## config.mk

```make
export PLATFORM = sky130hd
export DESIGN_NAME = instruction_encoder_flat
export DESIGN_NICKNAME = d
export VERILOG_FILES = /design/src/rtl/instruction_encoder_pkg.sv /design/src/rtl/instruction_encoder_if.sv /design/src/rtl/instruction_encoder_packer.sv /design/src/rtl/instruction_encoder.sv /design/src/flat_wrapper.sv
export SDC_FILE = /design/constraint.sdc
export NUM_CORES = 1
export LEC_CHECK = 0
export ABC_AREA = 1
export CAP_MARGIN = 10
export CORE_UTILIZATION = 44
export CTS_BUF_LIST = sky130_fd_sc_hd__clkbuf_4
export DETAILED_ROUTE_END_ITERATION = 10
export PLACE_DENSITY = 0.79
export SLEW_MARGIN = 20
export SYNTH_ARGS = -nofsm -noshare
export SYNTH_HDL_FRONTEND = slang
export SYNTH_SLANG_ARGS = --single-unit
export TNS_END_PERCENT = 20
```

## constraint.sdc

```tcl
create_clock -name clk -period 1.6 [get_ports clk]
set_input_delay 0.32 -clock clk [delete_from_list [all_inputs] [get_ports clk]]
set_output_delay 0.32 -clock clk [all_outputs]
set_load 0.02 [all_outputs]
```

## src/rtl/instruction_encoder_pkg.sv

```systemverilog
// rv_inst_pkg: shared RV32 instruction formats, opcodes and encoder state encoding
package rv_inst_pkg;
  typedef enum logic [1:0] {FMT_R, FMT_I, FMT_S, FMT_RSVD} fmt_e;
  typedef enum logic [1:0] {IDLE, ACCEPT, WRITE, DONE} state_e;
  localparam logic [6:0] OP_REG   = 7'b0110011;
  localparam logic [6:0] OP_IMM   = 7'b0010011;
  localparam logic [6:0] OP_LOAD  = 7'b0000011;
  localparam logic [6:0] OP_STORE = 7'b0100011;
endpackage

```

## src/rtl/instruction_encoder_if.sv

```systemverilog
// instruction_encoder_if: field-tuple input handshake and memory write handshake
interface instruction_encoder_if #(parameter int ADDR_W = 8);
  logic              in_valid;
  logic              in_ready;
  logic [1:0]        in_fmt;
  logic [6:0]        opcode;
  logic [2:0]        funct3;
  logic [6:0]        funct7;
  logic [4:0]        rd;
  logic [4:0]        rs1;
  logic [4:0]        rs2;
  logic [11:0]       imm;
  logic              mem_we;
  logic [ADDR_W-1:0] mem_addr;
  logic [31:0]       mem_wdata;
  logic              mem_ack;
  modport master (
    output in_valid, in_fmt, opcode, funct3, funct7, rd, rs1, rs2, imm, mem_ack,
    input  in_ready, mem_we, mem_addr, mem_wdata
  );
  modport slave (
    input  in_valid, in_fmt, opcode, funct3, funct7, rd, rs1, rs2, imm, mem_ack,
    output in_ready, mem_we, mem_addr, mem_wdata
  );
endinterface

```

## src/rtl/instruction_encoder_packer.sv

```systemverilog
// instruction_packer: combinational RV32 R/I/S field-to-word packing
module instruction_packer
  import rv_inst_pkg::*;
(
  input  fmt_e        fmt,
  input  logic [6:0]  opcode,
  input  logic [2:0]  funct3,
  input  logic [6:0]  funct7,
  input  logic [4:0]  rd,
  input  logic [4:0]  rs1,
  input  logic [4:0]  rs2,
  input  logic [11:0] imm,
  output logic [31:0] word
);
  always_comb begin
    word = (fmt == FMT_R) ? {funct7, rs2, rs1, funct3, rd, opcode} :
           (fmt == FMT_I) ? {imm, rs1, funct3, rd, opcode} :
           (fmt == FMT_S) ? {imm[11:5], rs2, rs1, funct3, imm[4:0], opcode} : 32'h0;
  end
endmodule

```

## src/rtl/instruction_encoder.sv

```systemverilog
// instruction_encoder: encodes field tuples and writes them sequentially to instruction memory
module instruction_encoder
  import rv_inst_pkg::*;
#(
  parameter int ADDR_W = 8
) (
  input  logic                  clk,
  input  logic                  rst,
  input  logic                  start,
  instruction_encoder_if.slave  bus,
  output logic [ADDR_W:0]       count,
  output logic                  full,
  output logic                  err
);
  state_e            state, state_nx;
  logic [ADDR_W-1:0] addr;
  logic [31:0]       word, wdata;
  logic              take, rsvd, last;
  fmt_e              fmt;
  assign fmt  = fmt_e'(bus.in_fmt);
  assign rsvd = fmt == FMT_RSVD;
  assign take = state == ACCEPT && !start && bus.in_valid;
  assign last = &addr;
  instruction_packer u_packer (
    .fmt(fmt), .opcode(bus.opcode), .funct3(bus.funct3), .funct7(bus.funct7),
    .rd(bus.rd), .rs1(bus.rs1), .rs2(bus.rs2), .imm(bus.imm), .word(word)
  );
  always_ff @(posedge clk) state <= rst ? IDLE : state_nx;
  always_comb begin
    state_nx = state;
    case (state)
      IDLE:    state_nx = start ? ACCEPT : IDLE;
      ACCEPT:  state_nx = (take && !rsvd) ? WRITE : ACCEPT;
      WRITE:   state_nx = !bus.mem_ack ? WRITE : last ? DONE : ACCEPT;
      default: state_nx = start ? ACCEPT : DONE;
    endcase
  end
  always_comb begin
    bus.in_ready = state == ACCEPT;
    bus.mem_we   = state == WRITE;
    full         = state == DONE;
  end
  // start is ignored while a write is in flight
  always_ff @(posedge clk) begin
    if (rst) begin
      addr  <= '0;
      count <= '0;
      wdata <= '0;
      err   <= 1'b0;
    end else begin
      err <= take && rsvd;
      if (start && state != WRITE) begin
        addr  <= '0;
        count <= '0;
      end
      if (take && !rsvd) wdata <= word;
      if (state == WRITE && bus.mem_ack) begin
        count <= count + 1'b1;
        if (!last) addr <= addr + 1'b1;
      end
    end
  end
  assign bus.mem_addr  = addr;
  assign bus.mem_wdata = wdata;
endmodule

```

## src/flat_wrapper.sv

```systemverilog
// flat-port wrapper written by rule: the top's interface ports become plain ports
module instruction_encoder_flat import rv_inst_pkg::*;
#(
  parameter int ADDR_W = 8
)
  (clk, rst, start, count, full, err, bus_in_valid, bus_in_fmt, bus_opcode, bus_funct3, bus_funct7, bus_rd, bus_rs1, bus_rs2, bus_imm, bus_mem_ack, bus_in_ready, bus_mem_we, bus_mem_addr, bus_mem_wdata);
  instruction_encoder_if #(.ADDR_W(ADDR_W)) bus_i ();
  input  logic clk;
  input  logic rst;
  input  logic start;
  output logic [ADDR_W:0] count;
  output logic full;
  output logic err;
  input wire logic [$bits(bus_i.in_valid)-1:0] bus_in_valid;
  input wire logic [$bits(bus_i.in_fmt)-1:0] bus_in_fmt;
  input wire logic [$bits(bus_i.opcode)-1:0] bus_opcode;
  input wire logic [$bits(bus_i.funct3)-1:0] bus_funct3;
  input wire logic [$bits(bus_i.funct7)-1:0] bus_funct7;
  input wire logic [$bits(bus_i.rd)-1:0] bus_rd;
  input wire logic [$bits(bus_i.rs1)-1:0] bus_rs1;
  input wire logic [$bits(bus_i.rs2)-1:0] bus_rs2;
  input wire logic [$bits(bus_i.imm)-1:0] bus_imm;
  input wire logic [$bits(bus_i.mem_ack)-1:0] bus_mem_ack;
  output wire logic [$bits(bus_i.in_ready)-1:0] bus_in_ready;
  output wire logic [$bits(bus_i.mem_we)-1:0] bus_mem_we;
  output wire logic [$bits(bus_i.mem_addr)-1:0] bus_mem_addr;
  output wire logic [$bits(bus_i.mem_wdata)-1:0] bus_mem_wdata;
  assign bus_i.in_valid = bus_in_valid;
  assign bus_i.in_fmt = bus_in_fmt;
  assign bus_i.opcode = bus_opcode;
  assign bus_i.funct3 = bus_funct3;
  assign bus_i.funct7 = bus_funct7;
  assign bus_i.rd = bus_rd;
  assign bus_i.rs1 = bus_rs1;
  assign bus_i.rs2 = bus_rs2;
  assign bus_i.imm = bus_imm;
  assign bus_i.mem_ack = bus_mem_ack;
  assign bus_in_ready = bus_i.in_ready;
  assign bus_mem_we = bus_i.mem_we;
  assign bus_mem_addr = bus_i.mem_addr;
  assign bus_mem_wdata = bus_i.mem_wdata;
  instruction_encoder #(.ADDR_W(ADDR_W)) u_core (.clk(clk), .rst(rst), .start(start), .bus(bus_i), .count(count), .full(full), .err(err));
endmodule
```

# After elaboration in Yosys (flattened, before gate mapping)
# Cells that the tools add are included.
word_totals:
  wordCells: 40
  inputBits: 51
  register_bits: 52
  output_inout_bits: 53
op_classes:
  mux: 14
  eq_ne: 7
  n_reduce_logical: 12
  addsub: 2
op_table:
  columns: ["op", "count"]
  rows:
  - ["32-bit two-way mux", 3]
  - ["8-bit two-way mux", 3]
  - ["9-bit two-way mux", 2]
  - ["9-bit by 1-bit adder with 9-bit output (second input constant)", 1]
  - ["8-bit by 1-bit adder with 8-bit output (second input constant)", 1]
  - ["2-bit equality test (second input constant)", 4]
  - ["2-bit two-way mux", 4]
  - ["8-bit AND reduction", 1]
  - ["1-bit logical AND", 6]
  - ["2-bit one-hot mux with 3 select lines", 1]
  - ["2-bit by 1-bit equality test with 1-bit output (second input constant)", 2]
  - ["2-bit logical NOT", 2]
  - ["1-bit logical NOT", 2]
  - ["2-bit inequality test (second input constant)", 1]
  - ["2-bit nonzero test", 1]
  - ["1-bit two-way mux", 1]

# Depth between registers and ports, before layout
depth:
  ltp_word: 6
  ltp_mapped: 9

# Hierarchy
# A second synthesis with hierarchy kept.
unflattened:
  cells_unflattened: 427
  area_unflattened_um2: 2798.9
modules_own_cells:
  columns: ["module", "area_per_inst_um2", "n_inst", "cells_per_inst"]
  rows:
  - ["instruction_encoder", 2357.3, 1, 332]
  - ["instruction_packer", 441.7, 1, 95]

# Worst setup path after synthesis
# No wires, ideal clock.
synth_path:
  path_kind: "reg2reg"
  from: "register u_core.addr[0], in the netlist u_core.bus.mem_addr[0]"
  to: "register u_core.addr[5], in the netlist u_core.bus.mem_addr[5]"
  n_path_buf: 1
  required_ns: 1.482
  path_stages_with_launch: 10
  synth_period_minus_slack_ns: 1.448
  setup_ns: 0.118
  slack_ns: 0.152
  arrival_time_ns: 1.331
  path_cell_list: "dfxtp_1 > ha_1 > nand2_1 > nor2_1 > nand2_1 > nand2_2 > buf_6 > o21ai_0 > nand2_1 > nor2_1"
synth_via:
  elab_chain_len: 3
  elab_cells_between_ends: 4
synth_rtl:
  columns: ["item", "line", "source"]
  rows:
  - ["start, declared", "instruction_encoder.sv:16", "logic [ADDR_W-1:0] addr;"]
  - ["start signal, assigned", "instruction_encoder.sv:59", "if (!last) addr <= addr + 1'b1;"]
  - ["8-bit by 1-bit adder with 8-bit output / 8-bit AND reduction (equally long branches)", "instruction_encoder.sv:59, instruction_encoder.sv:23", null]
  - ["8-bit two-way mux *", "instruction_encoder.sv:59", null]
  - ["8-bit two-way mux *", "instruction_encoder.sv:57", "if (state == WRITE && bus.mem_ack) begin"]
# Mark *: on every way between the ends. The rest lies on a longest branch, timed or not.
# A chain may end at the register's enable or synchronous reset.

# Worst setup path after layout
layout_path:
  from: "register u_core.state[1]"
  to: "output bus_mem_we"
layout_via:
  elab_chain_len: 1
layout_rtl:
  columns: ["item", "line", "source"]
  rows:
  - ["start, declared", "instruction_encoder.sv:15", "state_e state, state_nx;"]
  - ["start signal, assigned", "instruction_encoder.sv:28", "always_ff @(posedge clk) state <= rst ? IDLE : state_nx;"]
  - ["2-bit equality test", "instruction_encoder.sv:40", "bus.mem_we = state == WRITE;"]
  - ["end, declared", "flat_wrapper.sv:25", "output wire logic [$bits(bus_i.mem_we)-1:0] bus_mem_we;"]
# No other way between the ends.

==> run summary <==
The post-route clock skew is 8.507 ps. In this run, CTS created clock tree buffers numbering 5. The highest net fanout along the worst path is 5. Yosys printed 0 warnings.

STA classifies the critical path startpoint as a flip-flop. The total power per unit cell area is 639.0 nW/um^2, and the headroom to the max-slew limit is 82.53%. Routability-driven placement finished with a final weighted congestion of 0.8230. The final cell count without fillers came out at 557. Total global-route track usage: 22.78%. Static timing analysis puts the maximum clock frequency at 648.4 MHz. The worst hold path belongs to the class reg -> reg. Once placement completed, the tool counted placed cells totaling 549.

The tools report the number of antenna violations at the first check in global routing as 0. Input and output buffers added on the ports amount to 103. The initial utilization of the core area, before any placement, comes to 46.77%. The run gives 0 as the final routed DRC violation total. The run gives 27 as the pin count of the biggest net entering global routing. The final count of pins violating max slew is 0. The mean post-synth cell area came out at 6.712 sq um. Once placement finished, the instance area stood at 3699 sq um. The largest single stage delay on the critical path is 410 ps. The tools report the number of levels in the clock H-tree as 2. The run gives 5238 sq um as the core area. The detailed-route vias per instance is 5.005, and the final critical-path required period is 1542 ps. In this run, synthesis produced a sequential element count of 52.

Together, buffers and inverters on the worst path number 2. Number of hold violations in the final report: 0. In the final routed layout, each cell accounts on average for 11.79 microns.

After synthesis, the netlist uses 27 different library cells. Counting every instance in the synthesized netlist gives 365. After routing the design area is 3714 sq um.

Detailed-route wire length: 6565 microns. The pre-antenna-repair detailed-routing pass consisted of 6 iterations. For the number of global-route vias before repair, the log shows 2527. For the maximum vdd drop, the log shows 0.0003810 V. Counting every net in the synthesized netlist gives 418. 0 antenna diodes ended up in the layout. Total power for the finished layout comes to 2.373 mW. At the placement stage, the worst setup path has a slack of -16.86 ps. Broken down by cell family, the worst path's largest delay share belongs to flip-flops. The share of final-layout standard cells stronger than drive strength 1 was 10.27%.

The flow ran to the end, and the final reports show no timing, DRC or antenna violations. The final layout contains 539 nets. Walking the worst path, the cells encountered are inv_2 -> nor2_2 -> clkdlybuf4s15_2. On the critical path, the stage with the largest delay is an instance of dfxtp_4.

In this run the deepest clock path goes through 2 buffers. The logs give 10850 microns for the wire length of the first global-routing pass and 57.83 ps for the worst-case setup margin in the final layout. Detailed placement finished with a half-perimeter wire length of 5034 microns.

The tree is rooted in a clkbuf_4. The run gives 104 as the number of placed I/O pins. STA classifies the critical path endpoint as a primary output. The post-CTS setup buffer count was 0. The die covers 5870 sq um. The clock transition at the registers of the reported paths works out to 140 ps. Number of clock sinks: 52. Setup repair after global routing left no endpoint under its margin. The detailed router finished its first iteration with 122 violations.

At the worst endpoint, the arrival time is 1220 ps. Portion of the clock cycle consumed by the worst path in the final layout: 96.39%. The critical path is of the reg -> out type. The clock network latency to the later pin of the worst-skew pair was 380 ps; the chip width was 76.62 microns. TritonCTS built the clock tree.

The reported leakage power was 1.713 nW. After global routing the overflow that remains totals 0. In this run the core area contains 26 standard-cell rows. Once detail routing completed, the nets flagged for antenna violations numbered 0. Of the synthesized area, sequential elements account for 42.49%.

In this run the cell area of the synthesized design comes to 2450 sq um. The layout overhead on the synthesized area is 51.58%. The slew at the pin with the worst max-slew slack was 261.1 ps. For this block, the via count after detailed routing is 2788. The height of the chip is 76.62 microns, and the total of endpoints with negative setup slack in the final report is 0.

For the number of hold buffers added after CTS, the log shows 0. The required time at the endpoint of the critical path was 1280 ps; the reported max-cap violation count was 0.
[report_power, final]
part	internal, mW	switching [mW]
logic	0.216	0.196
clock network	0.193	0.426
registers	1.32	0.0179
[cell usage in the layout (no fill, tap or decap), types with 2 or more instances in the layout]
| cell | n |
|---|---|
| inv_1 | 23 |
| nand2_1 | 107 |
| nand2_2 | 2 |
| clkdlybuf4s15_2 | 3 |
| nor3_1 | 2 |
| nand3_1 | 26 |
| clkbuf_4 | 6 |
| buf_4 | 24 |
| clkinv_2 | 2 |
| a21oi_1 | 30 |
| ha_1 | 2 |
| nor2_1 | 53 |
| o21ai_1 | 2 |
| o21bai_1 | 2 |
| dfxtp_1 | 48 |
| buf_12 | 2 |
| dfxtp_2 | 3 |
| clkdlybuf4s50_1 | 50 |
| o21ai_0 | 37 |
| dlygate4sd2_1 | 50 |
[worst reg2reg max path, delay by kind of cell, from the launching register on]
family          cells  cell delay, ps
flops               1             460
buf+inv             1              90
simple gates        5             610
compound gates      1             120
[cell usage after synthesis]
library cell / count / area share [%]
dfxtp_1: 52 / 42
buf_1: 1 / 0.15
ha_1: 2 / 1.0
nor2_1: 53 / 8.1
nand3b_1: 1 / 0.31
nor2_2: 1 / 0.26
nor3_1: 2 / 0.41
o21ai_0: 37 / 7.6
buf_2: 3 / 0.61
o21a_1: 1 / 0.31
nor2_4: 1 / 0.46
nand2_2: 3 / 0.77
nand3_1: 26 / 5.3
a21oi_1: 30 / 6.1
o21bai_1: 2 / 0.61
clkbuf_1: 6 / 0.92
a21boi_0: 1 / 0.31
clkinv_2: 2 / 0.41
nand4_1: 1 / 0.26
buf_4: 2 / 0.61
inv_1: 23 / 3.5
o21ai_1: 2 / 0.41
nand4_4: 1 / 0.87
inv_2: 1 / 0.15
a31oi_1: 1 / 0.26
nand2_1: 107 / 16
buf_6: 3 / 1.4
[per-stage QoR]
step / util (%) / hold WS (ps) / TNS (ps)
after floorplan: - / 454.9 / 0
after detailed placement: 70.62 / 457.2 / -30.03
final: 70.90 / 473.5 / 0
after global routing: 70.90 / 496.0 / 0
after global placement: 70.62 / 449.7 / 0
after CTS: 70.71 / 474.3 / 0
[worst paths after layout]
kind                                              start                                    end  slack (ps)  cells past startpoint
setup reg to reg      u_core.bus.mem_addr[4]$_SDFF_PP0_      u_core.bus.mem_addr[3]$_SDFF_PP0_         220                      7
hold / removal    u_core.bus.mem_wdata[28]$_SDFFE_PP0P_  u_core.bus.mem_wdata[28]$_SDFFE_PP0P_         470                      2
setup / recovery             u_core.state[1]$_SDFF_PP0_                             bus_mem_we          60                      3
hold reg to reg   u_core.bus.mem_wdata[28]$_SDFFE_PP0P_  u_core.bus.mem_wdata[28]$_SDFFE_PP0P_         470                      2
[per-layer routing]
metal  up-vias  global-route usage [%]  wire (microns)
met5         -                       0               0
met1      1239                   26.74            2789
met2       119                   40.18            3169
li1       1415                       -               -
met3        15                   5.269             459
met4         0                   8.269             146
[registers in the layout, summed over array words and instances (netlist names)]
signal and flops:
u_core.bus.mem_wdata 32, u_core.count 9, u_core.bus.mem_addr 8, u_core.err 1
u_core.state 2
[repair_timing]
| action | 4_1_cts | 5_1_grt |
|---|---|---|
| gates resized for setup | 61 | 4 |
| setup endpoints to repair | 53 | 5 |
| gates cloned | 0 | 0 |
[final cells by class]
cell class | count | area [sq um]
clock inverter | 2 | 16.27
sequential | 52 | 1049
tap | 70 | 87.58
multi-input combinational | 272 | 1224
timing repair buffer | 129 | 1192
inverter | 26 | 100.1
clock buffer | 6 | 45.04
fill | 495 | 1524
[cell families after synthesis]
family	Yosys count	synth area share (%)
flip-flops	52	42.49
AO/OA/AOI/OAI	74	15.58
buffers and inverters	41	7.762
adder cells (fa/ha/maj)	2	1.021
AND/OR/NAND/NOR	196	33.15
No activity file was read; power rests on OpenSTA's default activity.
